===== config.mk =====
export PLATFORM = sky130hd
export DESIGN_NAME = scan_test_controller
export DESIGN_NICKNAME = d
export VERILOG_FILES = /design/src/rtl/scan_test_controller_pkg.sv /design/src/rtl/scan_bit_counter.sv /design/src/rtl/scan_test_controller.sv
export SDC_FILE = /design/constraint.sdc
export NUM_CORES = 1
export LEC_CHECK = 0
export BUFFER_PORTS_ARGS = -buffer_cell sky130_fd_sc_hd__buf_2
export CAP_MARGIN = 20
export CORE_UTILIZATION = 25
export DETAILED_ROUTE_END_ITERATION = 8
export GPL_TIMING_DRIVEN = 0
export HOLD_SLACK_MARGIN = 0.1
export PLACE_DENSITY = 0.41
export SETUP_SLACK_MARGIN = 0.5
export SKIP_LAST_GASP = 1
export SLEW_MARGIN = 10
export SYNTH_ARGS = -nofsm -noshare
export SYNTH_HDL_FRONTEND = slang
export SYNTH_SLANG_ARGS = --single-unit

===== constraint.sdc =====
create_clock -name clk -period 1.5 [get_ports clk]
set_input_delay 0.375 -clock clk [delete_from_list [all_inputs] [get_ports clk]]
set_output_delay 0.375 -clock clk [all_outputs]
set_load 0.02 [all_outputs]

===== src/rtl/scan_test_controller_pkg.sv =====
// Shared definitions for the scan test controller: default chain length and
// the controller state encoding.
package scan_test_controller_pkg;

  localparam int CHAIN_LEN_DEFAULT = 8;

  typedef enum logic [2:0] {
    ST_IDLE    = 3'd0,
    ST_LOAD    = 3'd1,
    ST_CAPTURE = 3'd2,
    ST_UNLOAD  = 3'd3,
    ST_DONE    = 3'd4
  } state_e;

endpackage


===== src/rtl/scan_bit_counter.sv =====
// Modulo-MODULO bit counter with synchronous clear, count enable and a
// terminal-count flag marking the last bit position of a shift phase.
module scan_bit_counter #(
  parameter int  MODULO = 8,
  localparam int CW     = $clog2(MODULO)
) (
  input  logic          clk,
  input  logic          rst_n,
  input  logic          clr_i,
  input  logic          en_i,
  output logic [CW-1:0] count_o,
  output logic          tc_o
);

  logic [CW-1:0] count_q;

  assign tc_o    = (count_q == CW'(MODULO - 1));
  assign count_o = count_q;

  // NOTE: state registers use non-blocking assignments so every flop samples
  // pre-edge values, independent of process evaluation order.
  always_ff @(posedge clk or negedge rst_n) begin
    if (!rst_n) begin
      count_q <= '0;
    end else if (clr_i) begin
      count_q <= '0;
    end else if (en_i) begin
      count_q <= tc_o ? '0 : count_q + 1'b1;
    end
  end

endmodule


===== src/rtl/scan_test_controller.sv =====
// Scan test sequencer: shifts a pattern into a scan chain MSB first, pulses
// one capture cycle, unloads the response and compares it with a golden value.
module scan_test_controller
  import scan_test_controller_pkg::*;
#(
  parameter int CHAIN_LEN = CHAIN_LEN_DEFAULT
) (
  input  logic                 clk,
  input  logic                 rst_n,
  input  logic                 start,
  input  logic [CHAIN_LEN-1:0] pattern,
  input  logic [CHAIN_LEN-1:0] expected,
  input  logic                 scan_out,
  output logic                 scan_in,
  output logic                 scan_en,
  output logic                 busy,
  output logic                 done,
  output logic                 pass,
  output logic [CHAIN_LEN-1:0] response
);

  localparam int CW = $clog2(CHAIN_LEN);

  state_e               state_q;
  logic [CHAIN_LEN-1:0] pattern_q;
  logic [CHAIN_LEN-1:0] expected_q;
  logic [CHAIN_LEN-1:0] unload_q;
  logic [CHAIN_LEN-1:0] unload_d;
  logic [CHAIN_LEN-1:0] response_q;
  logic                 pass_q;

  logic [CW-1:0] bit_cnt;
  logic          cnt_tc;
  logic          cnt_clr;
  logic          cnt_en;

  // Counter restarts at every phase boundary so each shift phase sees 0..N-1.
  assign cnt_clr = ((state_q == ST_IDLE) && start)
                || ((state_q == ST_LOAD) && cnt_tc)
                ||  (state_q == ST_CAPTURE);
  assign cnt_en  = (state_q == ST_LOAD) || (state_q == ST_UNLOAD);

  scan_bit_counter #(
    .MODULO (CHAIN_LEN)
  ) u_bit_counter (
    .clk     (clk),
    .rst_n   (rst_n),
    .clr_i   (cnt_clr),
    .en_i    (cnt_en),
    .count_o (bit_cnt),
    .tc_o    (cnt_tc)
  );

  // First unloaded bit ends up in the MSB after CHAIN_LEN shifts.
  assign unload_d = {unload_q[CHAIN_LEN-2:0], scan_out};

  always_ff @(posedge clk or negedge rst_n) begin
    if (!rst_n) begin
      state_q    <= ST_IDLE;
      pattern_q  <= '0;
      expected_q <= '0;
      unload_q   <= '0;
      response_q <= '0;
      pass_q     <= 1'b0;
    end else begin
      case (state_q)
        ST_IDLE: begin
          if (start) begin
            pattern_q  <= pattern;
            expected_q <= expected;
            state_q    <= ST_LOAD;
          end
        end
        ST_LOAD: begin
          if (cnt_tc) state_q <= ST_CAPTURE;
        end
        ST_CAPTURE: begin
          state_q <= ST_UNLOAD;
        end
        ST_UNLOAD: begin
          unload_q <= unload_d;
          if (cnt_tc) begin
            response_q <= unload_d;
            pass_q     <= (unload_d == expected_q);
            state_q    <= ST_DONE;
          end
        end
        ST_DONE: begin
          state_q <= ST_IDLE;
        end
        default: begin
          state_q <= ST_IDLE;
        end
      endcase
    end
  end

  // Chain controls are pure decodes of registered state, counter and pattern.
  always_comb begin
    // NOTE: defaults first so no path through the block leaves an output
    // unassigned, which would otherwise infer a latch.
    scan_en = 1'b0;
    scan_in = 1'b0;
    case (state_q)
      ST_LOAD: begin
        scan_en = 1'b1;
        scan_in = pattern_q[CW'(CHAIN_LEN - 1) - bit_cnt];
      end
      ST_UNLOAD: begin
        scan_en = 1'b1;
      end
      default: begin
        scan_en = 1'b0;
        scan_in = 1'b0;
      end
    endcase
  end

  assign busy     = (state_q != ST_IDLE);
  assign done     = (state_q == ST_DONE);
  assign pass     = pass_q;
  assign response = response_q;

endmodule


Word-level counts from Yosys, hierarchy flattened
Index checks and enable logic that the tools add are counted.
{ "word_totals": {"register_bits": 38} }
{ "classes": {"mux": 11, "eq_ne": 9, "n_addsub": 2, "order_cmp": 1, "n_reduce_logical": 12} }
{ "op_table": {"columns": ["operator", "count"], "rows": [
  ["2-to-1 mux 3 bit", 6],
  ["case mux 3 bit (4 select lines)", 1],
  ["equality test 8 bit", 1],
  ["equality test 3 x 2 -> 1 bit (second input constant)", 2],
  ["equality test 3 bit (second input constant)", 2],
  ["inequality test 2 bit (second input constant)", 3],
  ["< comparator 3 x 4 -> 1 bit (second input constant)", 1],
  ["AND reduction 2 bit", 2],
  ["adder 3 x 1 -> 3 bit (second input constant)", 1],
  ["binary-select mux 1 bit (select 3 bit)", 1],
  ["equality test 3 x 1 -> 1 bit (second input constant)", 1],
  ["logical NOT 3 bit", 1],
  ["logical OR 1 bit", 3],
  ["2-to-1 mux 1 bit", 3],
  ["AND reduction 3 bit", 1],
  ["nonzero test 3 bit", 1],
  ["subtractor 3 bit (first input constant)", 1],
  ["logical AND 1 bit", 2],
  ["nonzero test 2 bit", 1],
  ["OR reduction 2 bit", 1]
]} }

Logic depth before layout (Yosys ltp)
{ "depth": {"word_depth": 5, "depth_mapped": 5, "depth_no_buf": 5} }

By module
A second synthesis with hierarchy kept.
{ "hier_totals": {"hier_cells": 117, "area_unflattened_um2": 1730.4} }
{ "by_module_without_submodules": {"columns": ["module", "cells_each", "seq_area_each_um2", "n_inst", "area_each_um2"], "rows": [
  ["scan_test_controller", 105, 875.8, 1, 1579.0],
  ["scan_bit_counter", 12, 75.1, 1, 151.4]
]} }

Least setup slack after synthesis
Ideal clock, no wire load.
{ "synth_timing": {"path_type": "register to output", "start": "register state_q[0]", "end": "output port scan_in", "setup_slack_ps": -592, "path_buffers": 2, "stages_incl_launch_ff": 5, "required_ps": 1125, "t_arrival_ps": 1717, "cell_sequence": "dfrtp_1 -> buf_4 -> nor2b_1 -> clkbuf_1 -> nor4b_1"} }
{ "synth_between": {"elab_chain_len": 2} }
{ "synth_lines": {"columns": ["element", "line_no", "text"], "rows": [
  ["from (decl)", "scan_test_controller.sv:24", "state_e state_q;"],
  ["from (signal assigned)", "scan_test_controller.sv:59", "state_q <= ST_IDLE;"],
  ["from (signal assigned)", "scan_test_controller.sv:71", "state_q <= ST_LOAD;"],
  ["from (signal assigned)", "scan_test_controller.sv:75", "if (cnt_tc) state_q <= ST_CAPTURE;"],
  ["equality test 3 x 1 -> 1 bit", "scan_test_controller.sv:104", "case (state_q)"],
  ["2-to-1 mux 1 bit", "scan_test_controller.sv:104", null],
  ["to (decl)", "scan_test_controller.sv:14", "output logic scan_in,"]
]} }
No other way between the ends.

Worst setup path after layout
{ "layout_timing": {"start": "register u_bit_counter.count_q[0] (netlist: u_bit_counter.count_o[0])", "end": "output port scan_in"} }
{ "layout_between": {"elab_chain_len": 4} }
{ "layout_lines": {"columns": ["element", "line_no", "text"], "rows": [
  ["from (decl)", "scan_bit_counter.sv:15", "logic [CW-1:0] count_q;"],
  ["from (signal assigned)", "scan_bit_counter.sv:28", "count_q <= tc_o ? '0 : count_q + 1'b1;"],
  ["subtractor 3 bit", "scan_test_controller.sv:107", "scan_in = pattern_q[CW'(CHAIN_LEN - 1) - bit_cnt];"],
  ["binary-select mux 1 bit (select 3 bit)", "scan_test_controller.sv:107", null],
  ["2-to-1 mux 1 bit (implied by the code)", "scan_test_controller.sv:107", null],
  ["2-to-1 mux 1 bit", "scan_test_controller.sv:104", null]
]} }
No other way between the ends. The select of a mux whose other input is x is not followed.

==> impl_metrics.yaml <==
power:
  ir_drop_v: 0.000660
  cellPowerDensity_mw_per_mm2: 2150
  leakage_nw: 1.22
worst_setup_path:
  critPathArrivalTime_ps: 1590
  r2r_cells: 5
  cp_cell_sequence: "buf_6 > mux2_4 > o22ai_4 > nor4b_4 > buf_4"
  worstSetupPathDepth: 5
  crit_required_ps: 1120
  path_delay_family: "flip-flops"
  critPathLaunchType: "register"
  setup.worst_path.end_class: "output pin"
  critPathKind: "register to output pin"
  cp_num_buf_inv: 2
  worst_path_max_delay_cell: "dfrtp_2"
  cpPeakStageDelay_ps: 450
  crit_fanout: 4
sta:
  setup_ws_ps: -463
  setup_viol: 20
  hold-worst-slack_ps: 194
  period_needed_ps: 1960
  fmax_mhz: 510
  fin_skew_ps: 5.14
  fin_setup_tns_ps: -3490
  rsz0062_at_grt: "true"
  fin_crit_sh: 1.31
  worst_pin_slew_ps: 874
  hold_viol: 0
  slew_viol_final: 0
  relSlewSlack: 0.417
clock_network:
  cts_hold_buf: 0
  cts_tree: "yes"
  htreeDepth: 2
  cts_inserted_buffers: 5
  root_buffer: "clkbuf_8"
  clk_latency_ps: 290
  cts.sinks: 38
  cts_buffer_depth: 2
  clk_pin_slew_worst_paths_ps: 80
global_routing:
  grt_use_total: 0.117
  grt_pass1_wl_mm: 6.46
  grt_remaining_overflow: 0
  antenna_found_initial: 0
  grt_max_degree: 39
  first_global_vias: 1248
die:
  rows: 30
  die_w_um: 85.8
  dieArea_mm2: 0.00737
  die_y_um: 85.8
  core_mm2: 0.00679
  pin_count: 33
  initial_core_util: 0.259
detailed_routing:
  vias: 1147
  first_pass_iters: 4
  drcViolationCount: 0
  wire_per_inst_um: 14.6
  ant_nets: 0
  via_per_inst: 4.14
  drt_wl_total_mm: 4.04
  drtIter0Drc: 48
place:
  port_buffers: 32
  placed_area_mm2: 0.00213
  dp_cells: 248
  post-dp-hpwl_mm: 2.50
  place.gp.congestion: 0.706
final_layout:
  nNetsFinal: 202
  final_cell_mix: "dfrtp_1, mux2_4, buf_6, buf_2, buf_4"
  instances_no_fill: 277
  syn2layout_area_growth_pct: 49.6
  final_common_cell: "dfrtp_1"
  final_area_mm2: 0.00263
  diodes: 0
  drive_above_1_share: 0.657
  final_util: 0.387
run_status:
  violations: "setup timing"
  outcome: "complete, but fails checks"
min_path:
  hold_path_class: "primary input to async pin"
yosys:
  synth-seq-cells: 38
  synth_cells: 120
  synth_area_mm2: 0.00176
  synth_seq_area_share: 0.541
  yosysWarnings: 0
  synth_area_per_cell_um2: 14.6
  ys_types: 34
  synth_nets: 142
job:
  maxCapViolations: 0
[through the flow]
step | setup slack, ps | power, mW
floorplan | -160 | 3.46
global placement | -301 | 3.90
detailed placement | -290 | 3.96
CTS | -489 | 5.49
global route | -553 | 6.00
finish | -463 | 5.65
[flip-flops by register name (all words and copies together) (netlist names)]
signal                 flops
response                   8
state_q                    3
pass                       1
pattern_q                  8
u_bit_counter.count_o      3
unload_q                   7
expected_q                 8
[worst reg2reg max path, stage by stage (launching register included)]
cell     delay, ps
dfrtp_1        380
buf_6          120
or3_4          420
nor2_8         180
buf_12         150
mux2_4         300
[power by group]
group	internal, mW	leakage, nW	switching [mW]
Combinational	1.78	0.701	1.04
Clock	0.490	0.0579	0.378
Sequential	1.52	0.460	0.446
[per-layer routing]
layer  GRT usage  up-vias  share of wire
met4      0.0409        0          0.013
met2       0.195       22           0.51
met1       0.147      578           0.45
li1            -      541              -
met3      0.0298        6          0.028
met5           0        -              0
[worst paths after layout]
| kind | slack (ps) | endpoint | from |
|---|---|---|---|
| max | -460 | scan_in | u_bit_counter.count_o[0] |
| min | 190 | expected_q[5] | rst_n |
| max reg2reg | -170 | expected_q[4] | state_q[0] |
| min reg2reg | 520 | pattern_q[7] | pattern_q[7] |
| max in group asynchronous | 700 | u_bit_counter.count_o[2] | rst_n |
| min in group clk | 310 | expected_q[2] | expected[2] |
[repair_timing]
item	4_1_cts	5_1_grt
buffers inserted	14	5
pin swaps	3	5
setup endpoints to repair	51	51
gates resized for setup	51	7
gates cloned	2	0
[cells by family after synthesis]
family,Yosys count,share of synthesized area
fa+ha+maj,2,0.0142
mux,37,0.263
buf+inv,6,0.0292
flops,38,0.541
simple gates,22,0.0876
compound gates,7,0.0249
xor+xnor,8,0.0399
[layout make-up]
| class | instances | area, um^2 |
|---|---|---|
| Tap cell | 96 | 120 |
| Fill cell | 676 | 4170 |
| Inverter | 1 | 3.75 |
| Timing Repair Buffer | 53 | 459 |
| Buffer | 5 | 67.6 |
| Clock buffer | 5 | 68.8 |
| Multi-Input combinational cell | 76 | 913 |
| Clock inverter | 3 | 40.0 |
| Sequential cell | 38 | 956 |
[cells in the mapped netlist]
| library cell | n | area (um^2) |
|---|---|---|
| dfrtp_1 | 38 | 951 |
| mux2_2 | 23 | 259 |
| mux2_4 | 10 | 150 |
| xnor2_1 | 8 | 70.1 |
| nor2_1 | 5 | 18.8 |
| mux2i_1 | 3 | 30.0 |
| nand2_1 | 3 | 11.3 |
| a21oi_1 | 2 | 10.0 |
| ha_1 | 2 | 25.0 |
| nand4_1 | 2 | 12.5 |
| a211oi_1 | 1 | 7.51 |
| and3_2 | 1 | 7.51 |
| buf_12 | 1 | 20.0 |
| buf_2 | 1 | 5.00 |
| buf_4 | 1 | 7.51 |
| buf_6 | 1 | 11.3 |
| clkbuf_1 | 1 | 3.75 |
| inv_1 | 1 | 3.75 |
| mux4_2 | 1 | 22.5 |
| nand2b_1 | 1 | 6.26 |
| nand3_1 | 1 | 5.00 |
| nand3b_1 | 1 | 7.51 |
| nand3b_4 | 1 | 20.0 |
| nor2_8 | 1 | 20.0 |
| nor2b_1 | 1 | 6.26 |
| nor3_1 | 1 | 5.00 |
| nor3b_1 | 1 | 7.51 |
| nor4b_1 | 1 | 8.76 |
| o21ai_0 | 1 | 5.00 |
| o21bai_1 | 1 | 7.51 |
| o22ai_1 | 1 | 6.26 |
| o31ai_1 | 1 | 7.51 |
| or2_1 | 1 | 6.26 |
| or3_4 | 1 | 11.3 |
No activity file was read; power rests on OpenSTA's default activity.
